File: src/rtl/sata_fis_receiver.sv
// SATA link-layer FIS receiver: frames descrambled dwords on SOF/EOF, strips and checks the
// trailing CRC dword, bounds the FIS length and closes every started frame with one eop beat.
module sata_fis_receiver #(
    parameter int unsigned MAX_DWORDS = 2049,
    parameter int          CRC_CHECK  = 1,
    parameter logic [31:0] CRC_INIT   = 32'h52325032
) (
    input  logic        clk,
    input  logic        reset,
    input  logic [31:0] rx_data,
    input  logic        rx_datak,
    output logic [31:0] fis_dat,
    output logic        fis_val,
    output logic        fis_sop,
    output logic        fis_eop,
    output logic        fis_crc_err,
    output logic        fis_abort
);
    localparam logic        DWORD_IS_PRIM = 1'b1;
    localparam logic        DWORD_IS_DATA = 1'b0;
    localparam logic [31:0] SOF_PRIM      = 32'h3737B57C;
    localparam logic [31:0] EOF_PRIM      = 32'hD5D5B57C;
    localparam logic [31:0] SYNC_PRIM     = 32'hB5B5957C;
    localparam logic [31:0] CRC_POLY      = 32'h04C11DB7;
    localparam int          CNT_W         = $clog2(MAX_DWORDS + 2);

    typedef enum logic {IDLE, FRAME} state_t;

    state_t           state_q, state_d;
    logic [31:0]      hold1, hold1_d, hold2, hold2_d, crc_reg, crc_d;
    logic             hold1_vld, hold1_vld_d, hold2_vld, hold2_vld_d;
    logic [CNT_W-1:0] cnt, cnt_d;
    logic             sop_pend, sop_pend_d;
    logic             beat_val, beat_sop, beat_eop, beat_crc_err, beat_abort;
    logic [31:0]      beat_dat;
    logic             close_abort, end_frame, start_frame;
    logic             is_data, is_sof, is_eof, is_sync;

    function automatic logic [31:0] crc_dword(input logic [31:0] crc_in, input logic [31:0] d);
        logic [31:0] c;
        c = crc_in;
        for (int i = 31; i >= 0; i--) begin
            if (c[31] ^ d[i]) c = (c << 1) ^ CRC_POLY;
            else              c = c << 1;
        end
        return c;
    endfunction

    assign is_data = (rx_datak == DWORD_IS_DATA);
    assign is_sof  = (rx_datak == DWORD_IS_PRIM) && (rx_data == SOF_PRIM);
    assign is_eof  = (rx_datak == DWORD_IS_PRIM) && (rx_data == EOF_PRIM);
    assign is_sync = (rx_datak == DWORD_IS_PRIM) && (rx_data == SYNC_PRIM);

    always_comb begin
        state_d      = state_q;
        hold1_d      = hold1;
        hold2_d      = hold2;
        hold1_vld_d  = hold1_vld;
        hold2_vld_d  = hold2_vld;
        crc_d        = crc_reg;
        cnt_d        = cnt;
        sop_pend_d   = sop_pend;
        beat_val     = 1'b0;
        beat_sop     = 1'b0;
        beat_eop     = 1'b0;
        beat_crc_err = 1'b0;
        beat_abort   = 1'b0;
        beat_dat     = hold2;
        close_abort  = 1'b0;
        end_frame    = 1'b0;
        start_frame  = 1'b0;

        case (state_q)
            IDLE: begin
                start_frame = is_sof;
            end
            FRAME: begin
                if (is_data) begin
                    if (cnt == CNT_W'(MAX_DWORDS + 1)) begin
                        close_abort = 1'b1;
                        end_frame   = 1'b1;
                    end else begin
                        if (hold2_vld) begin
                            beat_val   = 1'b1;
                            beat_sop   = sop_pend;
                            sop_pend_d = 1'b0;
                        end
                        hold2_d     = hold1;
                        hold2_vld_d = hold1_vld;
                        if (hold1_vld) crc_d = crc_dword(crc_reg, hold1);
                        hold1_d     = rx_data;
                        hold1_vld_d = 1'b1;
                        cnt_d       = cnt + CNT_W'(1);
                    end
                end else if (is_eof) begin
                    if (hold2_vld) begin
                        beat_val     = 1'b1;
                        beat_sop     = sop_pend;
                        beat_eop     = 1'b1;
                        beat_crc_err = (CRC_CHECK != 0) && (hold1 != crc_reg);
                    end else begin
                        close_abort = 1'b1;
                    end
                    end_frame = 1'b1;
                end else if (is_sync) begin
                    close_abort = 1'b1;
                    end_frame   = 1'b1;
                end else if (is_sof) begin
                    close_abort = 1'b1;
                    start_frame = 1'b1;
                end
            end
            default: state_d = IDLE;
        endcase

        // A runt (hold2 empty) closes with a zero dword that is also the frame's first beat
        if (close_abort) begin
            beat_val   = 1'b1;
            beat_eop   = 1'b1;
            beat_abort = 1'b1;
            beat_sop   = hold2_vld ? sop_pend : 1'b1;
            beat_dat   = hold2_vld ? hold2 : 32'h0;
        end
        if (end_frame) begin
            state_d     = IDLE;
            hold1_vld_d = 1'b0;
            hold2_vld_d = 1'b0;
        end
        if (start_frame) begin
            state_d     = FRAME;
            hold1_vld_d = 1'b0;
            hold2_vld_d = 1'b0;
            cnt_d       = '0;
            crc_d       = CRC_INIT;
            sop_pend_d  = 1'b1;
        end
    end

    always_ff @(posedge clk or posedge reset) begin
        if (reset) begin
            state_q     <= IDLE;
            hold1_vld   <= 1'b0;
            hold2_vld   <= 1'b0;
            cnt         <= '0;
            sop_pend    <= 1'b0;
            fis_val     <= 1'b0;
            fis_sop     <= 1'b0;
            fis_eop     <= 1'b0;
            fis_crc_err <= 1'b0;
            fis_abort   <= 1'b0;
            fis_dat     <= '0;
        end else begin
            state_q     <= state_d;
            hold1_vld   <= hold1_vld_d;
            hold2_vld   <= hold2_vld_d;
            cnt         <= cnt_d;
            sop_pend    <= sop_pend_d;
            fis_val     <= beat_val;
            fis_sop     <= beat_sop;
            fis_eop     <= beat_eop;
            fis_crc_err <= beat_crc_err;
            fis_abort   <= beat_abort;
            if (beat_val) fis_dat <= beat_dat;
        end
    end

    // Datapath holds and CRC are qualified by the valid bits, so they carry no reset
    always_ff @(posedge clk) begin
        hold1   <= hold1_d;
        hold2   <= hold2_d;
        crc_reg <= crc_d;
    end

endmodule

File: config.mk
export PLATFORM = sky130hd
export DESIGN_NAME = sata_fis_receiver
export DESIGN_NICKNAME = d
export VERILOG_FILES = /design/src/rtl/sata_fis_receiver.sv
export SDC_FILE = /design/constraint.sdc
export NUM_CORES = 1
export LEC_CHECK = 0
export BUFFER_PORTS_ARGS = -buffer_cell sky130_fd_sc_hd__buf_2
export CAP_MARGIN = 20
export CORE_ASPECT_RATIO = 1.75
export CORE_MARGIN = 4
export CORE_UTILIZATION = 55
export CTS_CLUSTER_DIAMETER = 150
export DETAILED_ROUTE_END_ITERATION = 12
export PLACE_DENSITY = 0.77
export SLEW_MARGIN = 20
export SYNTH_ARGS = -nofsm -noshare
export SYNTH_HDL_FRONTEND = slang
export SYNTH_SLANG_ARGS = --single-unit
File: constraint.sdc
create_clock -name clk -period 4 [get_ports clk]
set_input_delay 0.8 -clock clk [delete_from_list [all_inputs] [get_ports clk]]
set_output_delay 0.8 -clock clk [all_outputs]
set_load 0.005 [all_outputs]
==> results.yml, run 1 <==
outcome:
  status: "finished, final reports clean"
drt:
  drt-wirelength-per-cell_um: 23.4
  drtPass1Iterations: 5
  vias_per_cell: 5.69
  wirelength_um: 22600
  drc: 0
  ant_nets: 0
  vias: 5498
  drt_iter0_markers: 287
sta:
  drv_slew: 0
  finalSetupViolCount: 0
  finalSetupTns_ns: 0
  slew_headroom: 0.347
  grt_setup_unrepaired: "false"
  tightest_slew_ns: 0.977
  fin_crit_ns: 3.85
  clock_skew_ns: 0.0148
  hold_viol: 0
  finalCritPeriodShare: 0.962
  fmax_mhz: 260
logic_synthesis:
  synthXorXnorAreaFrac: 0.396
  async_reset_ff_frac: 0.356
  netlist_top_cells_area: "edfxtp_1 22%, dfrtp_1 15%, xnor2_1 12%"
  yosys.area_share.adder: 0.00716
  ys_seq_area_frac: 0.445
  synth_cell_types: 54
  synth_top_area_share: 0.220
  yosys-top-cells-count: "119 x xnor2_1, 64 x edfxtp_1, 53 x dfrtp_1, 53 x xor2_1, 47 x nor2_1"
  synth-seq-cells: 149
  avgSynthCellArea_um2: 13.6
  synth_compound_area_frac: 0.0681
  synthSimpleGateAreaFrac: 0.0707
  post-synth-top-count-cell: "xnor2_1"
  ys.flop_type: "edfxtp_1"
  synthMuxAreaShare: 0.00114
  yosysTopAreaCell: "edfxtp_1"
  synth_top_family_by_area: "XOR/XNOR gates"
  yosysWarnings: 0
  synth_nets: 683
  syn_inst: 643
  synth_edf_count: 64
  syn-cell-area_um2: 8740
layout:
  finalNetCount: 807
  fill_cells: 1130
  area_delta_synth_final_pct: 17.4
  fin_util: 0.664
  stdcell_count: 966
  antenna_cells: 0
  final_layout_size_suffix_gt1_frac: 0.265
cts:
  post_cts_hold_buffer_count: 0
  cts_buffers: 17
  clockRootBuffer: "clkbuf_16"
  cts_tree: "yes"
  cts_sinks: 149
  htree_levels: 4
  ctsLongestPathBuffers: 2
  insertion_delay_ns: 0.42
  clk_pin_slew_ns: 0.07
min_path:
  hp-class: "reg -> reg"
  hold_depth: 1
  min_from: "hold2[16]"
  min_to: "fis_dat[16]"
power_and_ir_drop:
  ir_drop_uv: 266
  powerDensity_nw_per_um2: 314
  power_uw: 3230
  leakage_uw: 0.00455
worst_setup_path:
  crit_path_max_fanout: 7
  path_buf_inv: 1
  reg2reg_to: "crc_reg[14]"
  critPathMaxStageDelay_ns: 0.50
  cp_cell_sequence: "xor2_4, inv_4, xnor3_2, xnor2_2, xnor3_1, xnor3_1, xnor2_4, xnor3_1, xnor2_1, o211ai_1"
  worstSetupPathType: "reg -> reg"
  rr_worst_depth: 10
  start_kind: "register"
  cpLargestDelayFamily: "XOR/XNOR gates"
  crit-reg2reg-launch: "hold1[28]"
  cpMostUsedCell: "xnor3_1"
  rrSetupSlack_ns: 0.15
  worstSetupEndpointType: "register"
  worst_path_max_delay_cell: "xnor3_2"
  crit_required_ns: 4.25
  cp.arrival_ns: 4.10
global_route:
  grt_antenna_before_repair: 0
  grt_max_degree: 54
  grt_pass1_vias: 5791
  grt_util_all_layers: 0.258
  grt-ovfl-total: 0
  grt_pass1_wl_um: 33900
run:
  cap_violations: 0
floorplanning:
  row_count: 60
  ios: 72
  dieHeight_um: 175
  die_w_um: 103
  initial_core_util: 0.565
  coreArea_um2: 15500
  die_area_um2: 18100
placement:
  dp_hpwl_um: 17700
  place_inst: 930
  portBuffers: 71
  gp_congestion: 0.937
==> cell families (layout without fill, tap and decap cells) <==
kind of cell / after synthesis / count (layout)
compound gates: 78 / 78
mux: 1 / 1
xor+xnor: 260 / 260
flops: 149 / 149
fa+ha+maj: 5 / 5
buf+inv: 27 / 164
simple gates: 123 / 123
==> routing by layer <==
| layer | GRT usage | wire length [um] | vias up |
|---|---|---|---|
| met2 | 0.472 | 12500 | 224 |
| met1 | 0.271 | 7700 | 2684 |
| met5 | 0 | 0 | - |
| li1 | - | - | 2517 |
| met3 | 0.0348 | 884 | 73 |
| met4 | 0.153 | 1460 | 0 |
==> cell usage in the layout, fill, tap and decap left out, types with 6 or more instances in the layout <==
| master | instances |
|---|---|
| nor2_1 | 46 |
| xnor3_2 | 8 |
| a211oi_1 | 14 |
| edfxtp_1 | 64 |
| xor2_2 | 7 |
| buf_4 | 54 |
| xor2_1 | 52 |
| nand4_1 | 7 |
| buf_2 | 71 |
| dfrtp_1 | 53 |
| nand2_1 | 27 |
| xnor2_1 | 119 |
| xnor2_4 | 9 |
| o21ai_0 | 11 |
| a22o_1 | 32 |
| xnor2_2 | 11 |
| nor3_1 | 6 |
| dfxtp_1 | 32 |
| xnor3_1 | 44 |
| clkbuf_16 | 17 |
| a21oi_1 | 6 |
==> where the power goes <==
part / internal, uW / leakage [uW] / switching (uW)
Combinational: 16.2 / 0.00268 / 27.3
Clock: 897 / 0.000294 / 701
Sequential: 1590 / 0.00157 / 0.00000990
==> per-stage QoR <==
stage	worst slack (ns)	hold slack, ns	area (um2)
floorplan	0.0616	0.443	8740
global placement	0.131	0.448	9640
detailed placement	0.0638	0.451	9640
CTS	0.0388	0.464	10200
global route	0.0427	0.478	10300
finish	0.153	0.463	10300
==> worst max-delay path by stage <==
stage                  endpoint  slack [ns]  cells past startpoint      start
CTS                 crc_reg[14]        0.04                     10  hold1[28]
floorplan                cnt[4]        0.06                      6   rx_datak
global route         crc_reg[9]        0.04                      9  hold1[28]
finish              crc_reg[14]        0.15                     10  hold1[28]
global placement    crc_reg[14]        0.13                     10  hold1[28]
detailed placement  crc_reg[14]        0.06                     10  hold1[28]
==> repair_timing <==
| item | 4_1_cts | 5_1_grt |
|---|---|---|
| resized for setup | 0 | 1 |
| setup buffers | 0 | 4 |
| endpoints found under the setup margin | 0 | 7 |
==> area by class of cell <==
cell class,instances,area [um2],area share
Sequential cell,149,3890,0.379
Multi-Input combinational cell,467,4760,0.464
Timing Repair Buffer,125,761,0.0741
Clock inverter,14,159,0.0155
Tap cell,186,233,0.0227
Inverter,7,30.0,0.00292
Clock buffer,18,433,0.0422
Note: power is estimated with default switching activity, not from simulation.
==> run 2: changes to the inputs <==
--- a/config.mk
+++ b/config.mk
@@ -12,6 +12,7 @@
 export CORE_UTILIZATION = 55
 export CTS_CLUSTER_DIAMETER = 150
 export DETAILED_ROUTE_END_ITERATION = 12
+export MAX_ROUTING_LAYER = met4
 export PLACE_DENSITY = 0.77
 export SLEW_MARGIN = 20
 export SYNTH_ARGS = -nofsm -noshare
==> run 2 against run 1 <==
- maximum frequency is 0.89% lower
- routed wire length is 0.42% higher
- clock power is 3% lower
- critical path type unchanged
- critical endpoint is now crc_reg[28]
==> results.yml, run 2 (synthesis gave the netlist of run 1 again) <==
drt:
  drc: 0
  drt-wirelength-per-cell_um: 23.6
  wirelength_um: 22700
  vias: 5490
  drtPass1Iterations: 4
  drt_iter0_markers: 333
  vias_per_cell: 5.71
  ant_nets: 0
sta:
  grt_setup_unrepaired: "false"
  clock_skew_ns: 0.0110
  finalCritPeriodShare: 0.971
  final.setup.worst_slack_ns: 0.118
  fmax_mhz: 258
  finalSetupTns_ns: 0
  tightest_slew_ns: 1.02
  hold_viol: 0
  finalSetupViolCount: 0
  slew_headroom: 0.322
  drv_slew: 0
  fin_crit_ns: 3.88
global_route:
  globalRouteMet1Util: 0.261
  grt-ovfl-total: 0
  use_met2: 0.483
  grt_pass1_wl_um: 34000
  met3_usage: 0.0380
  grt_pass1_vias: 5819
  grt_antenna_before_repair: 0
  top_usage_layer: "met2"
  grt_util_all_layers: 0.268
  grt_max_degree: 68
placement:
  dp_slack_ns: 0.188
  place_inst: 929
  portBuffers: 71
  gp_congestion: 0.980
  dp_hpwl_um: 18000
floorplanning:
  dieHeight_um: 175
  initial_core_util: 0.565
  coreArea_um2: 15500
  die_w_um: 103
  ios: 72
  die_area_um2: 18100
  row_count: 60
worst_setup_path:
  crit-reg2reg-launch: "hold1[31]"
  rr_worst_depth: 10
  crit_required_ns: 4.25
  worstSetupEndpointType: "register"
  critPathMaxStageDelay_ns: 0.61
  reg2reg_to: "crc_reg[28]"
  start_kind: "register"
  cp.arrival_ns: 4.13
  cp_cell_sequence: "xor2_2, xnor3_2, xnor2_2, xnor3_1, xnor3_1, xnor2_4, xnor2_1, buf_4, xnor2_1, o211ai_1"
  crit_path_max_fanout: 5
  worstSetupPathType: "reg -> reg"
  worst_path_max_delay_cell: "xnor3_2"
  rrSetupSlack_ns: 0.12
cts:
  htree_levels: 4
  insertion_delay_ns: 0.42
  ctsLongestPathBuffers: 2
  cts_tree: "yes"
  cts_setup_buffers: 0
  clk_pin_slew_ns: 0.07
  post_cts_hold_buffer_count: 0
  clockRootBuffer: "clkbuf_16"
  cts_buffers: 17
  cts_sinks: 149
  ctsResizeCount: 0
min_path:
  min_from: "hold2[24]"
  hold_depth: 1
  hp-class: "reg -> reg"
  min_to: "fis_dat[24]"
power_and_ir_drop:
  powerDensity_nw_per_um2: 311
  power_uw: 3170
  ir_drop_uv: 266
  leakage_uw: 0.00451
layout:
  antenna_cells: 0
  fin_util: 0.660
  layout_common_cells: "119 x xnor2_1, 71 x buf_2, 64 x edfxtp_1"
  fill_cells: 1148
  area_delta_synth_final_pct: 16.8
  stdcell_count: 961
  finalNetCount: 802
  layout_commonest_cell: "xnor2_1"
  final_layout_size_suffix_gt1_frac: 0.259
outcome:
  status: "finished, final reports clean"
run:
  cap_violations: 0
## run 2: changes by cell type in the layout (fill, tap and decap cells not counted), sizes merged
cell      delta
clkbuf       -1
bufinv       -1
buf          -5
clkinvlp     +1
clkinv       +1
## run 2: power breakdown
part	total [uW]	leakage (uW)	switching (uW)	internal, uW
clock	1550	0.000283	714	831
combinational	44.1	0.00265	27.8	16.2
sequential	1590	0.00157	0.00000895	1590
total	3170	0.00451	742	2430
## run 2: worst max path at each step
stage	start	end	slack (ns)
2_1_floorplan	rx_datak	cnt[4]	0.06
3_3_place_gp	hold1[31]	crc_reg[18]	0.24
3_5_place_dp	hold1[31]	crc_reg[18]	0.19
4_1_cts	hold1[31]	crc_reg[28]	0.15
5_1_grt	hold1[28]	crc_reg[9]	0.09
6_report	hold1[31]	crc_reg[28]	0.12
## run 2: final cells by class
type | count | area (um2) | area share
sequential | 149 | 3890 | 0.381
clock buffer | 17 | 425 | 0.0417
inverter | 7 | 30.0 | 0.00294
timing repair buffer | 120 | 723 | 0.0708
clock inverter | 15 | 153 | 0.0150
tap | 186 | 233 | 0.0228
multi-input combinational | 467 | 4760 | 0.466
## run 2: per-layer routing
metal  vias to the layer above  part of all wire  routed length [um]
li1                       2499                 -                   -
met1                      2719              0.33                7530
met2                       198              0.56               12800
met3                        74             0.038                 861
met4                         0             0.066                1500
met5                         -                 0                   0
## run 2: worst max-delay path: cells and delay by family, from the launching register on
| kind | cells | cell delay (ns) |
|---|---|---|
| DFF | 1 | 0.47 |
| AOI/OAI and AO/OA | 1 | 0.14 |
| xor gates and xnor gates | 8 | 2.94 |
| buffers and inverters | 1 | 0.17 |
## run 2: stage by stage
step	hold slack, ns	cell area (um2)
4_1_cts	0.465	10200
3_5_place_dp	0.450	9630
6_report	0.460	10200
2_1_floorplan	0.443	8740
3_3_place_gp	0.447	9630
5_1_grt	0.477	10200
